[src/rtl/regfile_dump_reader.sv]
// regfile_dump_reader: walks every register through one read port onto a valid/ready stream.
// Build with REGDUMP_CHECKSUM_EN to append an XOR checksum word after the last register.
module regfile_dump_reader #(
   parameter int NBITS = 32,
   parameter int NREGS = 32,
   parameter int AW    = 5
) (
   input  logic             clk,
   input  logic             rst_n,
   input  logic             start,
   output logic [AW-1:0]    rd_addr,
   input  logic [NBITS-1:0] rd_data,
   output logic             out_valid,
   input  logic             out_ready,
   output logic [NBITS-1:0] out_data,
   output logic [AW-1:0]    out_addr,
   output logic             out_last,
   output logic             busy,
   output logic             done
);
   localparam logic [2:0] IDLE = 3'd0;
   localparam logic [2:0] LOAD = 3'd1;
   localparam logic [2:0] SEND = 3'd2;
   localparam logic [2:0] DONE = 3'd3;
`ifdef REGDUMP_CHECKSUM_EN
   localparam logic [2:0] CSUM = 3'd4;
`endif
   localparam logic [AW-1:0] LAST = AW'(NREGS - 1);
   logic [2:0]    state;
   logic [AW-1:0] idx;
   logic          hs;
   assign hs      = out_valid & out_ready;
   assign rd_addr = idx;
   assign busy    = state != IDLE;
   assign done    = state == DONE;
`ifdef REGDUMP_CHECKSUM_EN
   logic [NBITS-1:0] csum;
   always_ff @(posedge clk or negedge rst_n) begin
      if (!rst_n) csum <= '0;
      else if (state == IDLE) csum <= '0;
      else if (state == LOAD) csum <= csum ^ rd_data;
   end
`endif
   always_ff @(posedge clk or negedge rst_n) begin
      if (!rst_n) begin
         state     <= IDLE;
         idx       <= '0;
         out_valid <= 1'b0;
         out_data  <= '0;
         out_addr  <= '0;
         out_last  <= 1'b0;
      end else begin
         case (state)
            IDLE: if (start) begin
               state <= LOAD;
               idx   <= '0;
            end
            LOAD: begin
               out_data  <= rd_data;
               out_addr  <= idx;
               out_valid <= 1'b1;
`ifdef REGDUMP_CHECKSUM_EN
               out_last  <= 1'b0;
`else
               out_last  <= idx == LAST;
`endif
               state     <= SEND;
            end
            SEND: if (hs) begin
               out_valid <= 1'b0;
               out_last  <= 1'b0;
               if (idx == LAST) begin
`ifdef REGDUMP_CHECKSUM_EN
                  // checksum word is presented straight away, no extra load cycle
                  state     <= CSUM;
                  out_valid <= 1'b1;
                  out_data  <= csum;
                  out_addr  <= '0;
                  out_last  <= 1'b1;
`else
                  state <= DONE;
`endif
               end else begin
                  idx   <= idx + AW'(1);
                  state <= LOAD;
               end
            end
`ifdef REGDUMP_CHECKSUM_EN
            CSUM: if (hs) begin
               out_valid <= 1'b0;
               out_last  <= 1'b0;
               state     <= DONE;
            end
`endif
            DONE: begin
               state <= IDLE;
               idx   <= '0;
            end
            default: state <= IDLE;
         endcase
      end
   end
endmodule

[config.mk]
export PLATFORM = sky130hd
export DESIGN_NAME = regfile_dump_reader
export DESIGN_NICKNAME = d
export VERILOG_FILES = /design/src/rtl/regfile_dump_reader.sv
export SDC_FILE = /design/constraint.sdc
export NUM_CORES = 1
export LEC_CHECK = 0
export CAP_MARGIN = 20
export CORE_MARGIN = 2
export CORE_UTILIZATION = 30
export CTS_CLUSTER_DIAMETER = 120
export DETAILED_ROUTE_END_ITERATION = 7
export SYNTH_ARGS = -nofsm -noshare
export SYNTH_HDL_FRONTEND = slang
export SYNTH_SLANG_ARGS = --single-unit
[constraint.sdc]
create_clock -name clk -period 3.19 [get_ports clk]
set_input_delay 0.319 -clock clk [delete_from_list [all_inputs] [get_ports clk]]
set_output_delay 0.319 -clock clk [all_outputs]
set_load 0.1 [all_outputs]
==> results of run 1 <==
[synthesized netlist by cell type]
library cell,count,share of area [%]
a211o_1,1,0.44
a21boi_4,1,0.95
a21o_1,1,0.38
a21oi_1,1,0.25
a221o_1,2,1.0
a22o_1,2,0.89
a311oi_1,1,0.44
and3_1,3,0.95
buf_2,5,1.3
buf_6,1,0.57
clkbuf_1,1,0.19
dfrtp_1,46,58
ha_1,7,4.4
inv_1,7,1.3
mux2_2,37,21
mux2i_1,1,0.51
nand2_1,4,0.76
nand3_1,1,0.25
nand4b_1,1,0.44
nand4bb_1,1,0.57
nor2_1,3,0.57
nor2b_1,2,0.63
nor3_1,2,0.51
o21ai_0,3,0.76
o22ai_1,1,0.32
o32ai_1,1,0.44
o41ai_1,3,1.3
or4_1,1,0.38
[flip-flops by register name (all words and copies together), names as in the netlist]
register   flops
out_data      32
state          2
out_last       1
rd_addr        5
out_valid      1
out_addr       5
[routing by layer]
metal	vias up	share of wire [%]	global-route usage (%)	wire, microns
li1	667	-	-	-
met1	672	47	16.86	2038
met2	48	46	18.89	2010
met3	6	5.8	3.307	252
met4	0	1.7	5.339	74
met5	-	0	0	0
[metrics by stage]
stage | cells | util (%)
finish | 301 | 46.60
detailed placement | 291 | 44.47
CTS | 299 | 46.13
global placement | 291 | 44.47
floorplan | 140 | -
global route | 301 | 46.60
[cell type report]
cell class	count	area [sq um]	area share (%)
flip-flops and latches	46	1151	38.90
clock inverters	1	8.758	0.2960
clock buffers	7	96.34	3.256
multi-input cells	80	759.5	25.67
well taps	77	96.34	3.256
repair buffers	83	820.8	27.74
inverters	7	26.28	0.8879
[repair_timing]
item / in CTS / in global routing
endpoints found under the hold margin: 0 / 6
resized for setup: 0 / 0
hold buffers: 0 / 1
[worst max path at each step]
stage,start,endpoint,cells after the start
floorplan,rd_addr[0],state[1],7
global placement,state[0],rd_addr[0],5
detailed placement,state[0],rd_addr[3],5
CTS,rd_addr[2],rd_addr[2],1
global route,rd_addr[2],rd_addr[2],1
finish,rd_addr[2],rd_addr[2],1
[cells by family after synthesis]
| logic type | Yosys count |
|---|---|
| mux | 38 |
| buf+inv | 14 |
| simple gates | 18 |
| fa+ha+maj | 7 |
| compound gates | 17 |
| flops | 46 |
==> metrics.md, run 1 <==
| Metric | Value |
|---|---|
| Max-slew violation count | `0` |
| 1st-iter DRT viols | `35` |
| Post-synthesis mux area share | `21.61%` |
| Synth Area in Adders | `4.436%` |
| Crit Path Class | `reg -> out` |
| FILL cells | `562` |
| WP buf/inv | `1` |
| Final hold vios | `0` |
| Max-cap violations | `0` |
| Clock slew at reported path FFs | `0.09 ns` |
| Crit start category | `flop` |
| Worst r2r dst | `rd_addr[0]` |
| Slowest stage delay, CP | `1.18 ns` |
| Final min period | `2.258 ns` |
| P&R area growth vs syn | `49.87%` |
| Clock sink count | `46` |
| Clock buffer depth | `2` |
| PortBufs | `81` |
| Drt wl/cell | `14.54 microns` |
| Gpl congestion | `0.7395` |
| All-Layer GR Usage | `12.46%` |
| CTS Buf Count | `5` |
| Post-DP HPWL | `3020 microns` |
| Max Fanout on Critical Path | `7` |
| Global-route wire length before repair | `7058 microns` |
| Post-CTS Setup Repair Bufs | `0` |
| CTS H-tree lvls | `2` |
| Overflow after GRT | `0` |
| Compound-Gate Fraction of Synth Area | `7.224%` |
| Mapped Cells | `140` |
| Commonest non-fill, non-tap cell in the layout | `clkdlybuf4s50_1` |
| Share of cells above drive strength 1 | `24.55%` |
| Period Utilization, post-route | `70.79%` |
| Antenna violations before repair | `0` |
| Post-route setup TNS | `0 ns` |
| Die Wd | `85.13 microns` |
| Vias/cell | `4.628` |
| Routed WL | `4376 microns` |
| Final setup margin | `0.9319 ns` |
| DRC viols | `0` |
| Cell family with most CP delay | `buffers and inverters` |
| Starting Density | `31.09%` |
| Setup violators final | `0` |
| RSZ-0062 raised after global routing | `false` |
| Largest family of logic cells by synthesized area | `multiplexers` |
| Ant diodes | `0` |
| Slew at the pin closest to its max-slew limit | `1.014 ns` |
| IO Pins | `82` |
| Design area | `0.002959 sq mm` |
| Num rows | `29` |
| Status | `finished clean` |
| Max Freq | `442.9 MHz` |
| Nets | `266` |
| Data arrival, critical path | `1.94 ns` |
| Area after DPL | `0.002824 sq mm` |
| Post-Synth XOR/XNOR Area | `0%` |
| Critical-path cell list | `clkdlybuf4s50_1` |
| Register area share after synthesis | `58.30%` |
| R2R depth | `5` |
| CTS tree | `built` |
| Largest net degree at the start of global routing | `47` |
| Slowest cell on crit path | `clkdlybuf4s50_1` |
| Drt pass-1 iters | `4` |
| Mapped Area | `0.001974 sq mm` |
| Reg2Reg Setup Slack | `1.18 ns` |
| CP endpoint kind | `output pin` |
| Cell variety after synth | `28` |
| Simple-gate share of the synthesized area | `5.070%` |
| Skew final | `0.003022 ns` |
| Clock Latency Late Sink | `0.30 ns` |
| Die Y | `85.13 microns` |
| Placeable Area | `0.006350 sq mm` |
| DP Worst Slack | `1.170 ns` |
| Die area | `0.007246 sq mm` |
| WHS | `0.3782 ns` |
| Yosys reg bits | `46` |
| Vias in the first global route | `1,330` |
| Worst min path class | `in -> async` |
| Antenna-violating nets left | `0` |
| Clk root buf | `clkbuf_8` |
| Synthesis warning total | `0` |
| Reg-to-reg startpoint | `state[0]` |
| Relative slew slack | `32.22%` |
| Synth Net Count | `183` |
| Via count | `1,393` |
| Avg Cell Area, Syn | `14.10 sq um` |
| WP data required | `2.87 ns` |
| Most frequent cells in the layout | `74 x clkdlybuf4s50_1, 46 x dfrtp_1, 37 x mux2_2` |
Power of run 1 is left out: the tool's default activity adds up to more than one toggle a clock period on the data nets, which glitch-free logic cannot reach.
==> run 2, diff against run 1 <==
Clock period 3.19 ns to 2.3 ns, I/O delays scaled along.
==> metrics.md, run 2 (synthesized netlist as in run 1, its figures left out) <==
| Metric | Value |
|---|---|
| Drt pass-1 iters | `4` |
| WP data required | `2.49 ns` |
| Nets | `269` |
| Antenna violations before repair | `0` |
| Largest net degree at the start of global routing | `37` |
| PortBufs | `81` |
| Relative slew slack | `63.12%` |
| Placeable Area | `0.006350 sq mm` |
| Routed WL | `4360 microns` |
| Worst min path class | `in -> async` |
| Clock slew at reported path FFs | `0.09 ns` |
| WP buf/inv | `0` |
| Commonest non-fill, non-tap cell in the layout | `buf_4` |
| Status | `finished clean` |
| IO Pins | `82` |
| Clock buffer depth | `2` |
| Ant diodes | `0` |
| Num rows | `29` |
| Die area | `0.007246 sq mm` |
| Clock Latency Late Sink | `0.30 ns` |
| DRC viols | `0` |
| Slew at the pin closest to its max-slew limit | `0.5521 ns` |
| CTS Buf Count | `5` |
| Skew final | `0.006931 ns` |
| Antenna-violating nets left | `0` |
| Slowest stage delay, CP | `0.45 ns` |
| Starting Density | `31.09%` |
| Final min period | `1.971 ns` |
| Crit start category | `flop` |
| Die Wd | `85.13 microns` |
| Max Fanout on Critical Path | `12` |
| Clk root buf | `clkbuf_8` |
| Max-slew violation count | `0` |
| Gpl congestion | `0.7573` |
| CP endpoint kind | `flop` |
| Final hold vios | `0` |
| Drt wl/cell | `14.34 microns` |
| Vias in the first global route | `1,410` |
| Clock sink count | `46` |
| Crit Path Class | `reg -> reg` |
| P&R area growth vs syn | `45.56%` |
| Max FFs per register | `32` |
| Period Utilization, post-route | `85.71%` |
| CTS H-tree lvls | `2` |
| RSZ-0062 raised after global routing | `false` |
| Slowest cell on crit path | `dfrtp_2` |
| Vias/cell | `4.691` |
| Cell family with most CP delay | `simple AND/OR/NAND/NOR gates` |
| Max-cap violations | `0` |
| Critical-path cell list | `ha_1 > and3_1 > ha_1 > nand4b_1 > and3_1 > a221o_1` |
| CTS tree | `built` |
| Largest register by flop count | `out_data` |
| Max Freq | `507.3 MHz` |
| Overflow after GRT | `0` |
| Global-route wire length before repair | `7051 microns` |
| Data arrival, critical path | `2.16 ns` |
| WHS | `0.4419 ns` |
| Share of cells above drive strength 1 | `44.05%` |
| Via count | `1,426` |
| Post-DP HPWL | `3179 microns` |
| Most frequent cells in the layout | `49 x buf_4, 44 x dfrtp_1, 37 x mux2_2` |
| All-Layer GR Usage | `12.22%` |
| Setup violators final | `0` |
| Post-route setup TNS | `0 ns` |
| 1st-iter DRT viols | `19` |
| Die Y | `85.13 microns` |
-- run 2: cell count changes in the layout (fill, tap and decap cells not counted) --
cell             before  now
clkinv_4              1    0
buf_4                 6   49
clkbuf_8              7    6
dfrtp_2               0    2
dfrtp_1              46   44
clkdlybuf4s50_1      74   34
clkinv_2              0    1
clkinvlp_4            0    1
-- run 2: path summary, 6_finish.rpt --
check / start / end / slack, ns / cells after the start
max: rd_addr[0] / rd_addr[3] / 0.33 / 6
min: rst_n / out_addr[0] / 0.44 / 2
min reg2reg: out_data[18] / out_data[18] / 0.51 / 1
max reg2reg: rd_addr[0] / rd_addr[3] / 0.33 / 6
max in group asynchronous: rst_n / out_data[22] / 1.27 / 3
min in group clk: out_data[18] / out_data[18] / 0.51 / 1
-- run 2: what timing repair did --
action,4_1_cts,5_1_grt
gates resized for setup,0,0
buffers inserted,0,0
endpoints found under the hold margin,22,0
hold buffers,1,0
-- run 2: area by class of cell --
class                      count  area, sq um
clock buffer                   6        82.58
tap                           77        96.34
timing repair buffer          86        743.2
inverter                       7        26.28
multi-input combinational     80        759.5
sequential                    46         1154
clock inverter                 2        12.51
fill                         573         3476
-- run 2: metal layers --
layer	part of all wire [%]	up-vias	wire length, microns	GRT usage, %
met3	7.4	5	323	4.086
met1	43	692	1882	14.93
met4	0.99	0	43	3.463
li1	-	677	-	-
met2	48	52	2111	20.60
met5	0	-	0	0
-- run 2: metrics by stage --
step	instance area (sq um)	util (%)	setup slack, ns	std cells
CTS	2874	45.26	0.3257	304
finish	2874	45.26	0.3287	304
detailed placement	2769	43.61	0.3411	295
global route	2874	45.26	0.2298	304
global placement	2769	43.61	0.3677	295
floorplan	1977	-	0.1411	140
Power of run 2 is left out for the same reason.
